File: config.mk
export PLATFORM = sky130hd
export DESIGN_NAME = clkdiv_prog
export DESIGN_NICKNAME = d
export VERILOG_FILES = /design/src/rtl/clkdiv_prog.sv
export SDC_FILE = /design/constraint.sdc
export NUM_CORES = 1
export LEC_CHECK = 0
export CAP_MARGIN = 5
export CORE_MARGIN = 10
export CORE_UTILIZATION = 54
export DETAILED_ROUTE_END_ITERATION = 8
export PLACE_DENSITY_LB_ADDON = 0.12
export SLEW_MARGIN = 20
export SYNTH_ARGS = -nofsm -noshare
export SYNTH_HDL_FRONTEND = slang
export SYNTH_SLANG_ARGS = --single-unit
File: constraint.sdc
create_clock -name clock_in -period 3.9 [get_ports clock_in]
set_input_delay 0.78 -clock clock_in [delete_from_list [all_inputs] [get_ports clock_in]]
set_output_delay 0.78 -clock clock_in [all_outputs]
set_load 0.01 [all_outputs]
File: src/rtl/clkdiv_prog.sv
// Multi-channel programmable clock divider / tick generator with glitch-free shadowed divisor updates.
// Optional macro CLKDIV_SYNC_EN adds a sync_in port that phase-aligns all enabled channels.
module clkdiv_prog #(
    parameter int CHANNELS    = 2,
    parameter int CNT_W       = 28,
    parameter int DEFAULT_DIV = 500000
) (
    input  logic                      clock_in,
    input  logic                      rst_n,
`ifdef CLKDIV_SYNC_EN
    input  logic                      sync_in,
`endif
    input  logic [CHANNELS-1:0]       enable,
    input  logic [CHANNELS-1:0]       load,
    input  logic [CHANNELS*CNT_W-1:0] div_val,
    input  logic [CHANNELS*CNT_W-1:0] high_val,
    output logic [CHANNELS-1:0]       clock_out,
    output logic [CHANNELS-1:0]       tick,
    output logic [CHANNELS-1:0]       pending
);

    localparam logic [CNT_W-1:0] DIV_RST  = CNT_W'(DEFAULT_DIV);
    localparam logic [CNT_W-1:0] HIGH_RST = CNT_W'(DEFAULT_DIV / 2);
    localparam logic [CNT_W-1:0] ONE      = CNT_W'(1);
    localparam logic [CNT_W-1:0] TWO      = CNT_W'(2);

    logic sync;
`ifdef CLKDIV_SYNC_EN
    assign sync = sync_in;
`else
    assign sync = 1'b0;
`endif

    for (genvar i = 0; i < CHANNELS; i++) begin : gen_ch
        logic [CNT_W-1:0] cnt_q, cnt_d;
        logic [CNT_W-1:0] div_q, div_d;
        logic [CNT_W-1:0] high_q, high_d;
        logic [CNT_W-1:0] sh_div_q, sh_div_d;
        logic [CNT_W-1:0] sh_high_q, sh_high_d;
        logic [CNT_W-1:0] ld_div, ld_high;
        logic             pend_q, pend_d;
        logic             clk_q, clk_d;
        logic             tick_q, tick_d;
        logic             at_end, apply;

        // Clamp at capture so the active values always give a toggling output.
        always_comb begin
            ld_div  = div_val[i*CNT_W +: CNT_W];
            ld_high = high_val[i*CNT_W +: CNT_W];
            if (ld_div < TWO)
                ld_div = TWO;
            if (ld_high == '0)
                ld_high = ONE;
            if (ld_high >= ld_div)
                ld_high = ld_div - ONE;
        end

        // NOTE: every always_comb output gets a default first so no latch is inferred.
        always_comb begin
            at_end = (cnt_q == div_q - ONE);
            apply  = pend_q && (!enable[i] || at_end || sync);
            cnt_d  = '0;
            clk_d  = 1'b0;
            tick_d = 1'b0;
            if (enable[i]) begin
                clk_d = (cnt_q < high_q);
                if (sync) begin
                    cnt_d = '0;
                end else if (cnt_q >= div_q - ONE) begin
                    cnt_d  = '0;
                    tick_d = at_end;
                end else begin
                    cnt_d = cnt_q + ONE;
                end
            end

            // A same-cycle load lands in the shadow while the old shadow goes active.
            div_d     = apply ? sh_div_q : div_q;
            high_d    = apply ? sh_high_q : high_q;
            sh_div_d  = load[i] ? ld_div : sh_div_q;
            sh_high_d = load[i] ? ld_high : sh_high_q;
            pend_d    = load[i] || (pend_q && !apply);
        end

        // NOTE: state registers use non-blocking assignments so all channels update in lockstep.
        always_ff @(posedge clock_in or negedge rst_n) begin
            if (!rst_n) begin
                cnt_q     <= '0;
                div_q     <= DIV_RST;
                high_q    <= HIGH_RST;
                sh_div_q  <= DIV_RST;
                sh_high_q <= HIGH_RST;
                pend_q    <= 1'b0;
                clk_q     <= 1'b0;
                tick_q    <= 1'b0;
            end else begin
                cnt_q     <= cnt_d;
                div_q     <= div_d;
                high_q    <= high_d;
                sh_div_q  <= sh_div_d;
                sh_high_q <= sh_high_d;
                pend_q    <= pend_d;
                clk_q     <= clk_d;
                tick_q    <= tick_d;
            end
        end

        assign clock_out[i] = clk_q;
        assign tick[i]      = tick_q;
        assign pending[i]   = pend_q;
    end

endmodule

Word level (Yosys, flattened, before mapping)
Index checks and enable logic that the tools add are counted.
Widths: inputs -> output; s select.
{"block": "word_totals", "regBits": 286, "input_bits": 118, "output_inout_bits": 6, "elab_cells": 62}
{"block": "classes", "addsub": 6, "n_lt_le_gt_ge": 8, "eq_ne": 2, "n_mux": 16, "reduce_logical": 14}
{"operator": "$mux 28", "n": 10}
{"operator": "$ge 28x28->1", "n": 4}
{"operator": "$sub 28x1->28 const B", "n": 4}
{"operator": "$add 28x1->28 const B", "n": 2}
{"operator": "$eq 28x28->1", "n": 2}
{"operator": "$logic_not 28->1", "n": 2}
{"operator": "$lt 28x2->1 const B", "n": 2}
{"operator": "$lt 28x28->1", "n": 2}
{"operator": "$mux 1", "n": 6}
{"operator": "$logic_and 1x1->1", "n": 4}
{"operator": "$logic_not 1->1", "n": 4}
{"operator": "$logic_or 1x1->1", "n": 4}

Logic depth before layout (Yosys ltp)
Gate-level depths: netlist of run 1.
{"block": "logic_depth", "ltp_word": 7, "ltp_mapped": 18, "ltp_nobuf": 17}

Worst setup path after synthesis of run 1
Ideal clock, no wire load.
{"block": "synth_path", "path_type": "input port to flip-flop", "from": "in div_val[18]", "to": "reg gen_ch[0].sh_high_q[2]", "setup_time_ps": 125, "t_arrival_ps": 4190, "required_time_ps": 3775, "setup_slack_ps": -415, "path_stages": 15, "path_buffers": 3, "path_cell_list": "nor4_2 and4_1 buf_2 and3_1 buf_2 a21boi_0 ha_1 nand2b_1 a2111o_1 a32oi_1 a21oi_1 a2111oi_2 buf_2 mux2_2 mux2_2"}
{"block": "synth_between", "elab_chain_len": 4, "elab_cells_between_ends": 5, "classes_between": "add/sub (1); order compare (2); mux (2)"}
{"item": "from (decl)", "line_no": "15", "source": "input logic [CHANNELS*CNT_W-1:0] div_val,"}
{"item": "$lt 28x2->1 *", "line_no": "50", "source": "if (ld_div < TWO)"}
{"item": "$mux 28 *", "line_no": "50"}
{"item": "net gen_ch[0].ld_div[0]", "line_no": "40", "source": "logic [CNT_W-1:0] ld_div, ld_high;"}
{"item": "$sub 28x1->28 / $ge 28x28->1 (equally long branches)", "line_no": "55, 54"}
{"item": "$mux 28 *", "line_no": "54", "source": "if (ld_high >= ld_div)"}
{"item": "to (signal assigned)", "line_no": "101", "source": "sh_high_q <= sh_high_d;"}
{"item": "to (decl)", "line_no": "39", "source": "logic [CNT_W-1:0] sh_high_q, sh_high_d;"}
Mark *: on every way through the listed nets, which the timed path passes. The rest lies on a longest branch.
A chain may end at the register's enable or synchronous reset.

Worst setup path after layout of run 1
{"block": "layout_path", "from": "reg gen_ch[1].div_q[3]", "to": "reg gen_ch[1].cnt_q[4]"}
{"block": "layout_between", "elab_chain_len": 4}
{"item": "from (decl)", "line_no": "36", "source": "logic [CNT_W-1:0] div_q, div_d;"}
{"item": "from (signal assigned)", "line_no": "98", "source": "div_q <= div_d;"}
{"item": "$sub 28x1->28", "line_no": "69", "source": "end else if (cnt_q >= div_q - ONE) begin"}
{"item": "$ge 28x28->1", "line_no": "69"}
{"item": "$mux 28", "line_no": "69"}
{"item": "$mux 28", "line_no": "65", "source": "if (enable[i]) begin"}
{"item": "net gen_ch[1].cnt_d[4]", "line_no": "35", "source": "logic [CNT_W-1:0] cnt_q, cnt_d;"}
{"item": "to (signal assigned)", "line_no": "97", "source": "cnt_q <= cnt_d;"}
{"item": "to (decl)", "line_no": "35"}
The timed path passes the listed nets, and every way through them passes these cells.

==> key figures, run 1 <==
Clock tree
  • CTS max path bufs: 3
  • TritonCTS Buffers: 31
  • Hold_buf cts: 0
  • Clock net sink count: 286
  • Reg clk slew, reported paths: 0.06 ns
  • TritonCTS clock tree: built
  • H-tree Lvls: 1
  • Worst-skew pair later-pin latency: approximately 0.57 ns
  • Clock root buffer: clkbuf_16

Logic synthesis
  • Share of synthesized registers carrying an async set or reset: 100%
  • Synth cell types: 67
  • Largest cells by area after synthesis: dfrtp_1 32%, ha_1 12%, mux2_2 11%
  • Flop and latch count out of synthesis: 286
  • Post-synth EDFFs: 0
  • Most frequent cells after synthesis: 230 x dfrtp_1, 179 x mux2_2, 172 x ha_1
  • Syn Std Cell Area: about 18000 µm²
  • Yosys Warn Count: 0
  • Count leader, synth: dfrtp_1
  • Synth Area per Inst: 9.91 µm²
  • Cell taking the most area after synthesis: dfrtp_1
  • Register area share after synthesis: 40.0%
  • Post-Syn Instances: between 1500 and 2000
  • Area share of the leading cell type in the synthesized netlist: 31.8%
  • Ys flop type: dfrtp_1
  • Syn Nets: 2115

Floorplanning
  • Chip width: 203 µm
  • Floorplan Core Area: between 30000 and 40000 µm²
  • I/O pin count: 124
  • Initial Util: 55.1%
  • Row cnt: 66
  • DIE AREA: 41200 µm²
  • Die height: 203 µm

Cells and area
  • Diode count: 0
  • Fin area: 23500 µm²
  • Share of layout cells above drive strength 1: about a third
  • Syn-to-layout area delta: 29.9%
  • Final net count: roughly 2400

Global route
  • Largest net degree at the start of global routing: 104
  • Vias in the first global route: roughly 15000
  • First-pass GRT wire length: 78900 µm
  • Global Route Usage Sum: 23.4%
  • Grt ovf: 0
  • Initial antenna violation count: 0

STA
  • Slew Viols, Final: 0
  • RSZ-0062 raised after global routing: true
  • F_max: between 0.2 and 0.3 GHz
  • Hold slack: 0.155 ns
  • Final setup skew: 0.0194 ns
  • Setup ws final: -0.0877 ns
  • Slew of the pin with the lowest slew margin: ~1.0 ns
  • Endpoints failing setup: 65
  • Final Cycle Share: 102%
  • Rel. slew slack: 33.1%
  • Minimum clock period: 3.99 ns
  • Post-Route Setup TNS: -3.59 ns
  • Hold Violations, Final: 0

Placement
  • Worst slack at placement: -1.18 ns
  • Dpl cell area: 21500 µm²
  • GPL Wtd Cong: 0.907
  • Post-DP HPWL: 36900 µm
  • IO buf count: about 120

Run status
  • Status: finished with violations
  • Failing checks: negative setup slack

Routing
  • Average wire per standard cell: 19.0 µm
  • Antenna violation net count after detailed routing: 0
  • Residual DRC: 0
  • Total routed wirelength: 49300 µm
  • Vias/cell: 5.63
  • First drt pass iteration count: 5
  • Detailed Route Iter0 Violations: 791
  • Via count: 14700

Critical path
  • Reg2reg setup slack: -0.09 ns
  • Critical path endpoint category: flip-flop
  • CP Capture Point: gen_ch[1].cnt_q[4]
  • CP Class: flip-flop to flip-flop
  • Critical Path AT: 4.44 ns
  • CP Max Fanout: 7
  • Worst EP required: 4.35 ns
  • Worst setup SP type: flip-flop
  • Crit path launch: gen_ch[1].div_q[3]
  • R2R cell count: 19
  • Worst R2R End: gen_ch[1].cnt_q[4]
  • Worst r2r src: gen_ch[1].div_q[3]

Power
  • Cell Pwr Density: between 300 and 400 nW/µm²
  • Max IR drop VDD: 319 µV
  • Pleak: 10.8 nW
  • Tot Pwr: 8.90 mW

Hold path
  • HP Class: input port to asynchronous set/reset pin

Flow run
  • Max Cap Viol: 0
[cell families (layout without fill, tap and decap cells)]
group,Yosys count,after routing,share of synthesized area (%)
compound gates,216,216,7.93
buf+inv,272,607,5.90
simple gates,549,549,15.8
xor+xnor,145,145,7.03
mux,185,185,11.5
fa+ha+maj,172,172,11.9
flops,286,286,40.0
[timing repair]
action                                  in CTS  in global routing
gates cloned                                 8                  3
pin swaps                                   38                 45
setup buffers                               22                 11
resized for setup                           90                102
endpoints found under the setup margin     211                203
[power by group]
| group | internal, mW | switching (mW) | total, mW |
|---|---|---|---|
| logic | 1.08 | 0.992 | 2.07 |
| clock network | 1.87 | 1.21 | 3.08 |
| registers | 3.44 | 0.300 | 3.74 |
[through the flow]
| stage | util, % | cells |
|---|---|---|
| 2_1_floorplan | - | 1825 |
| 3_3_place_gp | 65.5 | 2502 |
| 3_5_place_dp | 65.5 | 2502 |
| 4_1_cts | 70.5 | 2590 |
| 5_1_grt | 71.6 | 2602 |
| 6_report | 71.6 | 2602 |
[layout make-up]
cell class | instances | area, µm²
Multi-Input combinational cell | 1267 | 10500
Timing Repair Buffer | 390 | 3520
Clock buffer | 41 | 853
Tap cell | 442 | 553
Clock inverter | 17 | 231
Inverter | 159 | 597
Fill cell | 2455 | 9300
Sequential cell | 286 | 7230
[flip-flops by register name, summed over array words and instances (netlist names)]
signal and cells:
gen_ch.sh_div_q 56, gen_ch.sh_high_q 56, gen_ch.div_q 56, gen_ch.tick_q 2, gen_ch.cnt_q 56, gen_ch.clk_q 2, gen_ch.pend_q 2, gen_ch.high_q 56
[placed cells by master (no fill, tap or decap), types with 7 or more instances in the layout]
cell	Yosys	final
nor4_4	3	11
clkbuf_16	0	34
nand3_1	72	58
xnor2_1	94	94
nand2b_1	11	8
mux2_2	179	155
nand4_1	45	45
or4_4	3	8
o221ai_2	0	14
and2_1	8	7
dlymetal6s2s_1	0	16
o21a_1	8	8
dlygate4sd2_1	0	24
nor2_1	139	115
a21oi_1	46	45
a21o_1	25	25
ha_1	172	171
inv_1	159	159
dfrtp_1	230	230
clkbuf_2	0	8
nand3_2	1	14
nor4_1	39	30
and3_1	9	7
nor3_1	41	36
nand2_1	117	115
o21ai_0	59	50
nor2_2	2	16
clkdlybuf4s50_1	0	67
o221ai_1	30	16
mux2_4	0	24
and4_1	10	9
buf_4	9	242
xor2_1	51	51
nor4_2	8	9
a211oi_1	8	8
buf_6	0	10
o21ai_1	0	8
dfstp_2	56	56
buf_12	0	8
nor2_4	0	10
[how the worst min path moves through the flow]
| stage | start | to | slack [ns] | cells after the start |
|---|---|---|---|---|
| 6_report | rst_n | gen_ch[0].div_q[9] | 0.16 | 1 |
| 2_1_floorplan | gen_ch[0].high_q[18] | gen_ch[0].high_q[18] | 0.45 | 2 |
| 3_5_place_dp | gen_ch[1].high_q[5] | gen_ch[1].high_q[5] | 0.47 | 2 |
| 4_1_cts | rst_n | gen_ch[0].div_q[9] | 0.17 | 1 |
| 5_1_grt | rst_n | gen_ch[0].div_q[9] | 0.18 | 1 |
| 3_3_place_gp | gen_ch[0].high_q[22] | gen_ch[0].high_q[22] | 0.46 | 2 |
[per-layer routing]
| layer | vias to the layer above | global-route usage (%) | routed length (µm) |
|---|---|---|---|
| li1 | 7038 | - | - |
| met1 | 7106 | 26.0 | 19200 |
| met2 | 373 | 43.2 | 25600 |
| met3 | 142 | 2.82 | 1890 |
| met4 | 0 | 11.5 | 2640 |
| met5 | - | 0 | 0 |
[critical path, stage by stage, from the launching register on]
cell	delay [ns]
dfrtp_1	0.38
or4_4	0.59
nor3_4	0.22
nand3_2	0.13
or4_4	0.46
nand2b_4	0.17
nor4_4	0.16
xnor2_1	0.11
ha_1	0.30
nand4_1	0.15
nor4_2	0.18
buf_4	0.18
nand3_4	0.08
nand2_4	0.12
buf_6	0.11
nor2_2	0.03
nand4_1	0.13
buf_6	0.16
clkbuf_16	0.17
nor2_2	0.04
Note: power is estimated with default switching activity, not from simulation.
==> inputs of run 2 (changes only) <==
--- a/config.mk
+++ b/config.mk
@@ -9,8 +9,7 @@
 export CORE_MARGIN = 10
 export CORE_UTILIZATION = 54
 export DETAILED_ROUTE_END_ITERATION = 8
-export PLACE_DENSITY_LB_ADDON = 0.12
-export SLEW_MARGIN = 20
+export PLACE_DENSITY = 0.79
 export SYNTH_ARGS = -nofsm -noshare
 export SYNTH_HDL_FRONTEND = slang
 export SYNTH_SLANG_ARGS = --single-unit
==> run 2 against run 1 <==
Net effect: the run still ends with negative setup slack left; utilization decreased by 0.13 points; critical path depth down 2; clock-buffer cell count shrank 4; design area shrank 0.19%; sequential share of layout area increased by 0.058 points; first-iteration DRC count grew 38%; die area stayed put; clock power rose by 2%.
==> key figures, run 2 (same netlist as run 1, synthesis figures left out) <==
Clock tree
  • Clock root buffer: clkbuf_16
  • Clock net sink count: roughly 290
  • H-tree Lvls: 1
  • TritonCTS Buffers: 31
  • Reg clk slew, reported paths: roughly 0.060 ns
  • TritonCTS clock tree: built
  • CTS max path bufs: 3
  • Worst-skew pair later-pin latency: 0.56 ns

Global route
  • Largest net degree at the start of global routing: 100
  • Vias in the first global route: around 16000
  • Grt ovf: 0
  • First-pass GRT wire length: 82200 µm
  • Initial antenna violation count: 0
  • Global Route Usage Sum: between 20 and 25%

Power
  • Max IR drop VDD: 425 µV
  • Cell Pwr Density: 386 nW/µm²
  • Clk pwr share: about a third
  • Part of the power in registers: between 40% and 50%
  • Internal power: 6.46 mW
  • Combinational Power Share: 23.7%
  • Pleak: roughly 11 nW
  • Psw: 2.59 mW
  • Sw frac: 28.6%

Placement
  • IO buf count: roughly 120
  • Placed insts: 2504
  • GPL Wtd Cong: around 1
  • Post-DP HPWL: 37100 µm

Cells and area
  • Final net count: 2419
  • Syn-to-layout area delta: 29.7%
  • Fin cells: ~2600
  • Diode count: 0
  • Share of layout cells above drive strength 1: 31.0%
  • Commonest cells after routing, fill and taps aside: 230 x dfrtp_1, 230 x buf_4, 170 x ha_1
  • FILL cells: between 2000 and 2500
  • Util after Layout: 71.5%

Floorplanning
  • DIE AREA: 41200 µm²
  • Die height: slightly above 200 µm
  • Floorplan Core Area: 32800 µm²
  • Chip width: about 200 µm
  • Initial Util: between 50% and 60%
  • I/O pin count: 124
  • Row cnt: 66

Critical path
  • CP Max Fanout: 16
  • Worst EP required: about 4.4 ns
  • Worst path top cell family by delay: simple AND/OR/NAND/NOR gates
  • CP max-delay cell: or4_4
  • Cell breakdown of the critical path: or4_4 -> nor3_4 -> nand3_2 -> or4_4 -> nand2b_4 -> nor4_4 -> xnor2_1 -> ha_1 -> nand4_1 -> nor4_2 -> buf_4 -> nand3_2 -> buf_6 -> nand2_8 -> nand2_8 -> bufbuf_16 -> o21ai_0
  • Worst setup SP type: flip-flop
  • CP Class: flip-flop to flip-flop
  • CP Buf/Inv Count: 3
  • Critical Path AT: approximately 4.6 ns
  • Critical path endpoint category: flip-flop
  • Crit-path max cell delay: 0.58 ns

STA
  • Endpoints failing setup: between 80 and 90
  • Minimum clock period: 4.10 ns
  • Hold slack: 0.242 ns
  • RSZ-0062 raised after global routing: true
  • Final Cycle Share: 105%
  • Slew of the pin with the lowest slew margin: 0.949 ns
  • Final setup skew: 0.00875 ns
  • Slew Viols, Final: 0
  • Rel. slew slack: 36.8%
  • Setup ws final: -0.200 ns
  • F_max: 0.244 GHz
  • Hold Violations, Final: 0

Routing
  • Antenna violation net count after detailed routing: 0
  • First drt pass iteration count: 7
  • Average wire per standard cell: 20.4 µm
  • Residual DRC: 0
  • Vias/cell: 5.89
  • Total routed wirelength: ~53000 µm
  • Via count: 15300
  • Detailed Route Iter0 Violations: 1089

Run status
  • Status: finished with violations
  • Failing checks: negative setup slack

Hold path
  • HP Class: input port to asynchronous set/reset pin

Flow run
  • Max Cap Viol: 0
[run 2: cell types whose count changed in the layout (fill, tap and decap cells not counted), moves of 4 or more]
cell,previous run,this run
nor2_2,16,5
bufbuf_16,0,4
clkdlybuf4s50_1,67,74
nor4_2,9,13
nor4_4,11,6
dlymetal6s2s_1,16,8
buf_4,242,230
nor2_1,115,133
nor2_4,10,3
[run 2: power by group through the flow]
stage | logic [mW] | clock network, mW | registers [mW]
floorplan | 1.20 | 0 | 3.69
global route | 2.36 | 3.30 | 3.80
global placement | 1.84 | 0 | 3.75
finish | 2.15 | 3.15 | 3.76
detailed placement | 1.94 | 0 | 3.78
CTS | 2.06 | 3.18 | 3.73
[run 2: cell type report]
type	count	area, µm²	area share, %
clock buffers	37	828	3.53
clock inverters	20	272	1.16
inverters	159	597	2.55
multi-input cells	1267	10400	44.3
flip-flops and latches	286	7230	30.8
well taps	442	553	2.36
repair buffers	384	3570	15.2
[run 2: worst register-to-register path, delay by kind of cell (launching register included)]
| family | cells | cell delay [ns] |
|---|---|---|
| AND/OR/NAND/NOR | 11 | 2.33 |
| XOR/XNOR | 1 | 0.12 |
| buffers and inverters | 3 | 0.64 |
| adder cells (fa/ha/maj) | 1 | 0.31 |
| flip-flops | 1 | 0.37 |
| AO/OA/AOI/OAI | 1 | 0.24 |
[run 2: worst paths after layout]
check / start / to / slack [ns] / cells after the start
worst max register to register: gen_ch[1].div_q[5] / gen_ch[1].high_q[20] / -0.20 / 17
worst min register to register: gen_ch[1].high_q[22] / gen_ch[1].high_q[22] / 0.48 / 2
worst min-delay path: rst_n / gen_ch[0].div_q[3] / 0.24 / 1
max in group asynchronous: rst_n / gen_ch[0].sh_high_q[15] / 2.70 / 2
worst max-delay path: gen_ch[1].div_q[5] / gen_ch[1].high_q[20] / -0.20 / 17
min in group clock_in: gen_ch[1].high_q[22] / gen_ch[1].high_q[22] / 0.48 / 2
[run 2: per-stage QoR]
stage	cell area [µm²]	setup slack, ns	power (mW)	TNS, ns
3_5_place_dp	21500	-0.887	5.72	-61.79
2_1_floorplan	18400	-0.247	4.89	-6.44
5_1_grt	23400	-0.437	9.47	-26.79
6_report	23400	-0.200	9.05	-7.95
4_1_cts	23100	-0.147	8.97	-7.45
3_3_place_gp	21500	-0.827	5.59	-50.61
[run 2: layer usage]
| layer | up-vias | global-route usage [%] | share of wire, % |
|---|---|---|---|
| li1 | 7006 | - | - |
| met1 | 7474 | 27.1 | 37 |
| met2 | 618 | 44.3 | 51 |
| met3 | 174 | 3.42 | 6.2 |
| met4 | 0 | 13.2 | 5.6 |
| met5 | - | 0 | 0 |
[run 2: what timing repair did]
item                                    CTS  global route
pin swaps                                36            37
hold buffers                              0             0
gates cloned                              8             6
buffers inserted                         12             9
endpoints found under the setup margin  214           222
resized for setup                        93            66
